$ cat config.mk
export PLATFORM = sky130hd
export DESIGN_NAME = tilt_letter_decoder
export DESIGN_NICKNAME = d
export VERILOG_FILES = /design/src/rtl/tilt_pkg.sv /design/src/rtl/tilt_bin_quantizer.sv /design/src/rtl/tilt_letter_decoder.sv
export SDC_FILE = /design/constraint.sdc
export NUM_CORES = 1
export LEC_CHECK = 0
export BUFFER_PORTS_ARGS = -buffer_cell sky130_fd_sc_hd__buf_2
export CAP_MARGIN = 20
export CORE_UTILIZATION = 50
export DETAILED_ROUTE_END_ITERATION = 6
export PLACE_DENSITY = 0.72
export SYNTH_ARGS = -nofsm -noshare
export SYNTH_HDL_FRONTEND = slang
export SYNTH_HIERARCHICAL = 1
export SYNTH_SLANG_ARGS = --single-unit
$ cat constraint.sdc
create_clock -name clk -period 2.2 [get_ports clk]
set_clock_uncertainty 0.1 [all_clocks]
set_input_delay 0.11 -clock clk [delete_from_list [all_inputs] [get_ports clk]]
set_output_delay 0.11 -clock clk [all_outputs]
set_load 0.02 [all_outputs]
$ cat src/rtl/tilt_pkg.sv
// tilt_pkg: shared types and helpers for the tilt letter decoder.
//   tilt_state_e : decoder FSM states
//   AXIS_*       : source-axis identifiers carried on axis_out
//   cnt_width    : width of the hold counter (counts 0..hold)
//   bin_width    : width of a bin index for n bins
package tilt_pkg;

    typedef enum logic [1:0] {
        IDLE,
        QUALIFY,
        EMIT,
        RELEASE
    } tilt_state_e;

    localparam logic [1:0] AXIS_X = 2'd0;
    localparam logic [1:0] AXIS_Y = 2'd1;
    localparam logic [1:0] AXIS_Z = 2'd2;

    function automatic int cnt_width(input int hold);
        return (hold < 1) ? 1 : $clog2(hold + 1);
    endfunction

    function automatic int bin_width(input int n);
        return (n <= 1) ? 1 : $clog2(n);
    endfunction

endpackage

$ cat src/rtl/tilt_bin_quantizer.sv
// tilt_bin_quantizer: maps one signed axis sample onto a letter bin.
//   v   : signed sample
//   hit : |v| reaches the lowest bin edge (negative side only if USE_NEG)
//   neg : the hit came from the negative side
//   bin : highest bin whose edge |v| reaches, saturating at NUM_LETTERS-1
module tilt_bin_quantizer
    import tilt_pkg::*;
#(
    parameter int DATA_W      = 12,
    parameter int NUM_LETTERS = 13,
    parameter int THRES       = 500,
    parameter int STEP        = 50,
    parameter int USE_NEG     = 1
) (
    input  logic signed [DATA_W-1:0]             v,
    output logic                                 hit,
    output logic                                 neg,
    output logic [bin_width(NUM_LETTERS)-1:0]    bin
);

    localparam int EW    = DATA_W + 2;
    localparam int BIN_W = bin_width(NUM_LETTERS);

    logic signed [EW-1:0] w_v;
    logic signed [EW-1:0] w_edge;
    logic                 w_pos;
    logic                 w_neg;

    assign w_v = {{2{v[DATA_W-1]}}, v};

    // Negative side is compared against negated edges so the most negative
    // sample never needs an absolute value.
    always_comb begin
        w_pos  = (w_v >= EW'(THRES));
        w_neg  = (USE_NEG != 0) && (w_v <= -EW'(THRES));
        w_edge = '0;
        bin    = '0;
        for (int unsigned i = 0; i < unsigned'(NUM_LETTERS); i++) begin
            w_edge = EW'(THRES + int'(i) * STEP);
            if ((w_pos && (w_v >= w_edge)) || (w_neg && (w_v <= -w_edge)))
                bin = BIN_W'(i);
        end
        hit = w_pos || w_neg;
        neg = w_neg;
    end

endmodule

$ cat src/rtl/tilt_letter_decoder.sv
// tilt_letter_decoder: turns X/Y/Z tilt samples into ASCII letter codes.
//   clk, reset_n        : clock, asynchronous active-low reset
//   sample_valid, x/y/z : new signed sample this cycle
//   ascii_out, axis_out : letter code and source axis (0=X,1=Y,2=Z)
//   letter_valid/ready  : output handshake
//   overflow            : sticky, a qualified letter was dropped
module tilt_letter_decoder
    import tilt_pkg::*;
#(
    parameter int DATA_W        = 12,
    parameter int NUM_LETTERS   = 13,
    parameter int BASE_CHAR     = 8'h41,
    parameter int THRES         = 500,
    parameter int STEP          = 50,
    parameter int RELEASE_THRES = 300,
    parameter int HOLD_SAMPLES  = 4,
    parameter int USE_NEG       = 1
) (
    input  logic                     clk,
    input  logic                     reset_n,
    input  logic                     sample_valid,
    input  logic signed [DATA_W-1:0] x,
    input  logic signed [DATA_W-1:0] y,
    input  logic signed [DATA_W-1:0] z,
    output logic [7:0]               ascii_out,
    output logic [1:0]               axis_out,
    output logic                     letter_valid,
    input  logic                     letter_ready,
    output logic                     overflow
);

    localparam int EW    = DATA_W + 2;
    localparam int BIN_W = bin_width(NUM_LETTERS);
    localparam int CNT_W = cnt_width(HOLD_SAMPLES);

    if (THRES + (NUM_LETTERS - 1) * STEP >= (1 << (DATA_W - 1))) begin : g_chk_range
        $error("top bin edge does not fit in DATA_W");
    end
    if (BASE_CHAR + (1 + USE_NEG) * NUM_LETTERS - 1 > 255) begin : g_chk_char
        $error("letter codes exceed 8 bits");
    end
    if (RELEASE_THRES >= THRES) begin : g_chk_rel
        $error("RELEASE_THRES must be below THRES");
    end
    if (HOLD_SAMPLES < 1) begin : g_chk_hold
        $error("HOLD_SAMPLES must be at least 1");
    end

    logic signed [DATA_W-1:0] w_axis_v [3];
    logic [2:0]               w_hit;
    logic [2:0]               w_neg;
    logic [2:0]               w_below;
    logic [BIN_W-1:0]         w_bin [3];

    assign w_axis_v[0] = x;
    assign w_axis_v[1] = y;
    assign w_axis_v[2] = z;

    for (genvar g = 0; g < 3; g++) begin : g_axis
        logic signed [EW-1:0] w_ext;

        tilt_bin_quantizer #(
            .DATA_W      (DATA_W),
            .NUM_LETTERS (NUM_LETTERS),
            .THRES       (THRES),
            .STEP        (STEP),
            .USE_NEG     (USE_NEG)
        ) u_quant (
            .v   (w_axis_v[g]),
            .hit (w_hit[g]),
            .neg (w_neg[g]),
            .bin (w_bin[g])
        );

        assign w_ext      = {{2{w_axis_v[g][DATA_W-1]}}, w_axis_v[g]};
        assign w_below[g] = (w_ext > -EW'(RELEASE_THRES)) && (w_ext < EW'(RELEASE_THRES));
    end

    logic       w_cand;
    logic [7:0] w_cand_code;
    logic [1:0] w_cand_axis;

    // Scan Z..X so the lowest-numbered hitting axis wins.
    always_comb begin
        w_cand      = 1'b0;
        w_cand_code = '0;
        w_cand_axis = AXIS_X;
        for (int unsigned k = 0; k < 3; k++) begin
            if (w_hit[2-k]) begin
                w_cand      = 1'b1;
                w_cand_axis = 2'(2 - k);
                w_cand_code = 8'(BASE_CHAR) + 8'(w_bin[2-k])
                            + (w_neg[2-k] ? 8'(NUM_LETTERS) : 8'd0);
            end
        end
    end

    tilt_state_e      r_state, w_state_nx;
    logic [7:0]       r_code, w_code_nx;
    logic [1:0]       r_axis, w_axis_nx;
    logic [CNT_W-1:0] r_cnt, w_cnt_nx;
    logic             w_load;
    logic             w_drop;
    logic             w_pop;

    always_comb begin
        w_state_nx = r_state;
        w_code_nx  = r_code;
        w_axis_nx  = r_axis;
        w_cnt_nx   = r_cnt;
        w_load     = 1'b0;
        w_drop     = 1'b0;
        unique case (r_state)
            IDLE: begin
                if (sample_valid && w_cand) begin
                    w_code_nx  = w_cand_code;
                    w_axis_nx  = w_cand_axis;
                    w_cnt_nx   = CNT_W'(1);
                    w_state_nx = (HOLD_SAMPLES == 1) ? EMIT : QUALIFY;
                end
            end
            QUALIFY: begin
                if (sample_valid) begin
                    if (w_cand && (w_cand_code == r_code) && (w_cand_axis == r_axis)) begin
                        w_cnt_nx = r_cnt + CNT_W'(1);
                        if (r_cnt + CNT_W'(1) == CNT_W'(HOLD_SAMPLES))
                            w_state_nx = EMIT;
                    end else if (w_cand) begin
                        w_code_nx = w_cand_code;
                        w_axis_nx = w_cand_axis;
                        w_cnt_nx  = CNT_W'(1);
                    end else begin
                        w_cnt_nx   = '0;
                        w_state_nx = IDLE;
                    end
                end
            end
            EMIT: begin
                w_load     = !letter_valid || letter_ready;
                w_drop     = !w_load;
                w_state_nx = RELEASE;
            end
            RELEASE: begin
                if (sample_valid && (&w_below))
                    w_state_nx = IDLE;
            end
            default: w_state_nx = IDLE;
        endcase
    end

    assign w_pop = letter_valid && letter_ready;

    always_ff @(posedge clk or negedge reset_n) begin
        if (!reset_n) begin
            r_state      <= IDLE;
            r_code       <= '0;
            r_axis       <= '0;
            r_cnt        <= '0;
            ascii_out    <= '0;
            axis_out     <= '0;
            letter_valid <= 1'b0;
            overflow     <= 1'b0;
        end else begin
            r_state <= w_state_nx;
            r_code  <= w_code_nx;
            r_axis  <= w_axis_nx;
            r_cnt   <= w_cnt_nx;
            // A load on a popping edge takes priority so the new letter stays valid.
            if (w_load) begin
                ascii_out    <= r_code;
                axis_out     <= r_axis;
                letter_valid <= 1'b1;
            end else if (w_pop) begin
                letter_valid <= 1'b0;
            end
            if (w_drop)
                overflow <= 1'b1;
        end
    end

endmodule

==> key figures <==
Placement
  • Port Buffers: 49
  • Post-DP Area: 6450 sq um
  • Post-DP HPWL: 13100 microns
  • Routability cong.: 1.06
  • DP Cell Count: 983

Critical path
  • Critical path's slowest cell: a211oi_1
  • Worst setup EP type: flop
  • Critical path, cell by cell: buf_6 > buf_4 > nand3_1 > a211oi_1 > o22ai_2 > buf_4 > o21bai_1 > ha_1 > and3b_1 > o21ai_0 > nand3b_1 > a31o_2 > a21oi_4 > a31oi_4 > mux2_4
  • R2R Path Start: r_code[1]
  • Critical Path Most Common Cell: buf_4
  • Reg2Reg Depth: 7
  • CP Class: primary input to flop
  • Critical path startpoint category: primary input
  • Max incr delay on CP: 360 ps
  • Critical R2R Capture: r_axis[0]
  • Family with the most delay on the worst path: compound AO/OA/AOI/OAI gates
  • WP data arrival: 3390 ps
  • Critical path fanouts, max: 9
  • R2R setup slack: -40 ps
  • Critical Path RT: 2260 ps
  • Buf/Inv on CP: 3

Clock network
  • Num CTS Buffers: 3
  • Clk sinks: 23
  • H-tree depth: 1
  • Clock Latency Late Sink: 280 ps
  • Clock slew at reported path FFs: 90 ps
  • Clock buffer depth: 2
  • Root Driver: clkbuf_8
  • TritonCTS clock tree: done

GRT
  • Initial antenna violation count: 0
  • Total track usage: 0.369
  • Most used routing layer: met2
  • Pin count of the biggest net entering global routing: 24
  • Met3 Usage GRT: 0.0299
  • Met2 Usage GRT: 0.628
  • Vias in the first global route: 6361
  • Met1 global-route usage: 0.478
  • First-pass GRT wire length: 30400 microns
  • Total global routing overflow: 0

Cells and area
  • Fraction of layout cells with a size suffix above 1: 0.431
  • Utilization after layout: 0.785
  • Inserted Diodes: 0
  • Final instance area: 7290 sq um
  • Synth-to-layout area growth: 51.5%
  • Finished Layout Cells: 1001
  • Nets: 927
  • Filler Cells Inserted: 613

Yosys
  • Yosys Warn Count: 6
  • Commonest cells post-synth: nor2_1, o21ai_0, nand2_1
  • Synth cell types: 75
  • Async S/R FF share, synth: 1.00
  • Number of synthesized flops with an enable pin: 0
  • Most common cell in the netlist: nor2_1
  • Sequential share of the synthesized area: 0.120
  • Post-Synthesis Cells: 673
  • Area contributors post-synth: dfrtp_1, o21ai_0, nor2_1, nand3_1, a21oi_1
  • Area share of the largest cell type after synthesis: 0.120
  • Synth Flop Type: dfrtp_1
  • Avg Cell Area, Syn: 7.15 sq um
  • #FFs+latches synth: 23
  • Yosys top cell by area: dfrtp_1
  • Post-Syn Area: 4810 sq um

Timing
  • Slew Viols, Final: 0
  • Slack of the critical path: -1130 ps
  • Fmax: 0.301 GHz
  • RSZ-0062 raised after global routing: yes
  • Final Critical Period: 3330 ps
  • Final setup fails: 13
  • Tcrit/Tclk final: 1.51
  • Rel. slew slack: 0.662
  • Final hold vios: 0
  • Worst-Margin Slew: 500 ps

Floorplan
  • Die height: 100 microns
  • Row cnt: 35
  • Core Area: 9280 sq um
  • Die X: 100 microns
  • Die area: 10000 sq um
  • Initial core utilization: 0.519
  • Ports: 52

Detailed routing
  • Routed Antenna Nets: 0
  • Routed vias: 6635
  • Wire per inst: 19.0 microns
  • WL final: 19100 microns
  • Vias per cell: 6.63
  • DR pass1 iterations: 7
  • Drt first-iter violations: 627
  • Drt drc: 0

Power
  • Peak supply drop: 0.581 mV
  • Power Density: 385 nW/um^2
  • Total power: 2.81 mW
  • Lkg Pwr: 3.08 nW

Hold path
  • Hold Path Depth: 3
  • Hold endpoint: overflow
  • Hold_sp: letter_ready
  • Hold WC Path Type: primary input to flop

Run
  • MaxCap Viol Count: 0

Status
  • Status: complete, but fails checks
  • Failing checks: setup timing
[registers in the layout, summed over array words and instances, names as in the netlist, named ones only]
register,cells
r_code,6
letter_valid,1
axis_out,2
r_cnt,3
r_state,1
r_axis,2
ascii_out,6
overflow,1
[cells by family after synthesis]
group / count (synthesis) / share of synthesized area
xor gates and xnor gates: 9 / 0.0164
muxes: 11 / 0.0270
other: 1 / 0.000779
DFF: 23 / 0.120
AOI/OAI and AO/OA: 238 / 0.349
adders and majority gates: 14 / 0.0364
and+or+nand+nor: 287 / 0.337
buffers and inverters: 90 / 0.114
[layout by cell type (no fill, tap or decap), drive strengths merged, types with 9 or more instances in the layout]
master	Yosys	routed
nand2	43	43
a2111oi	12	12
buf	61	259
nand4	20	20
nor3	30	30
nand3	37	37
a21oi	36	36
a21o	10	10
nor2	63	63
o21ai	57	57
o21bai	10	10
a211oi	13	13
nor4	15	15
ha	14	14
a31oi	13	13
and3	9	9
mux2	10	10
o211ai	19	19
inv	24	24
dfrtp	23	23
[area by class of cell]
type                            instances  area, sq um  area share
Inverter                               24         92.6      0.0127
Tap cell                              129          161      0.0221
Clock inverter                          1         7.51     0.00103
Multi-Input combinational cell        561         4340       0.596
Clock buffer                            3         41.3     0.00566
Sequential cell                        23          576      0.0789
Timing Repair Buffer                  260         2070       0.284
[per-layer routing]
layer	routed length, microns	share of wire
met1	7360	0.39
met2	9350	0.49
met3	1420	0.074
met4	917	0.048
met5	0	0
[worst reg2reg max path, delay by kind of cell, from the launching register on]
family / cells / cell delay, ps
AOI/OAI and AO/OA: 5 / 980
buffers and inverters: 1 / 180
DFF: 1 / 530
muxes: 1 / 330
[timing repair]
action                                 4_1_cts  5_1_grt
hold buffers                                 1        0
endpoints found under the hold margin       23        0
buffers inserted                            10        3
pin swaps                                   37       18
gates resized for setup                    105       57
setup endpoints to repair                   13       13
[power breakdown]
group	switching, mW	internal, mW
registers	0.0888	0.516
logic	1.03	0.901
clock network	0.145	0.129
total	1.27	1.55
[how the worst max path moves through the flow]
| stage | depth (start not counted) | slack, ps | startpoint | end |
|---|---|---|---|---|
| after CTS | 18 | -1040 | z[9] | r_axis[0] |
| after global routing | 15 | -1280 | z[8] | r_axis[0] |
| after floorplan | 18 | -1010 | z[10] | r_code[1] |
| after global placement | 18 | -1340 | z[8] | r_axis[1] |
| final | 15 | -1130 | z[8] | r_axis[0] |
| after detailed placement | 18 | -1460 | x[4] | r_axis[0] |
[stage by stage]
stage	setup WS, ps	setup TNS (ps)	hold slack, ps
4_1_cts	-1040	-11230	52.7
3_3_place_gp	-1340	-15010	-12.3
3_5_place_dp	-1460	-16610	5.05
5_1_grt	-1280	-14650	68.3
6_report	-1130	-12790	37.8
2_1_floorplan	-1010	-10170	-286
Note: power is estimated with default switching activity, not from simulation.
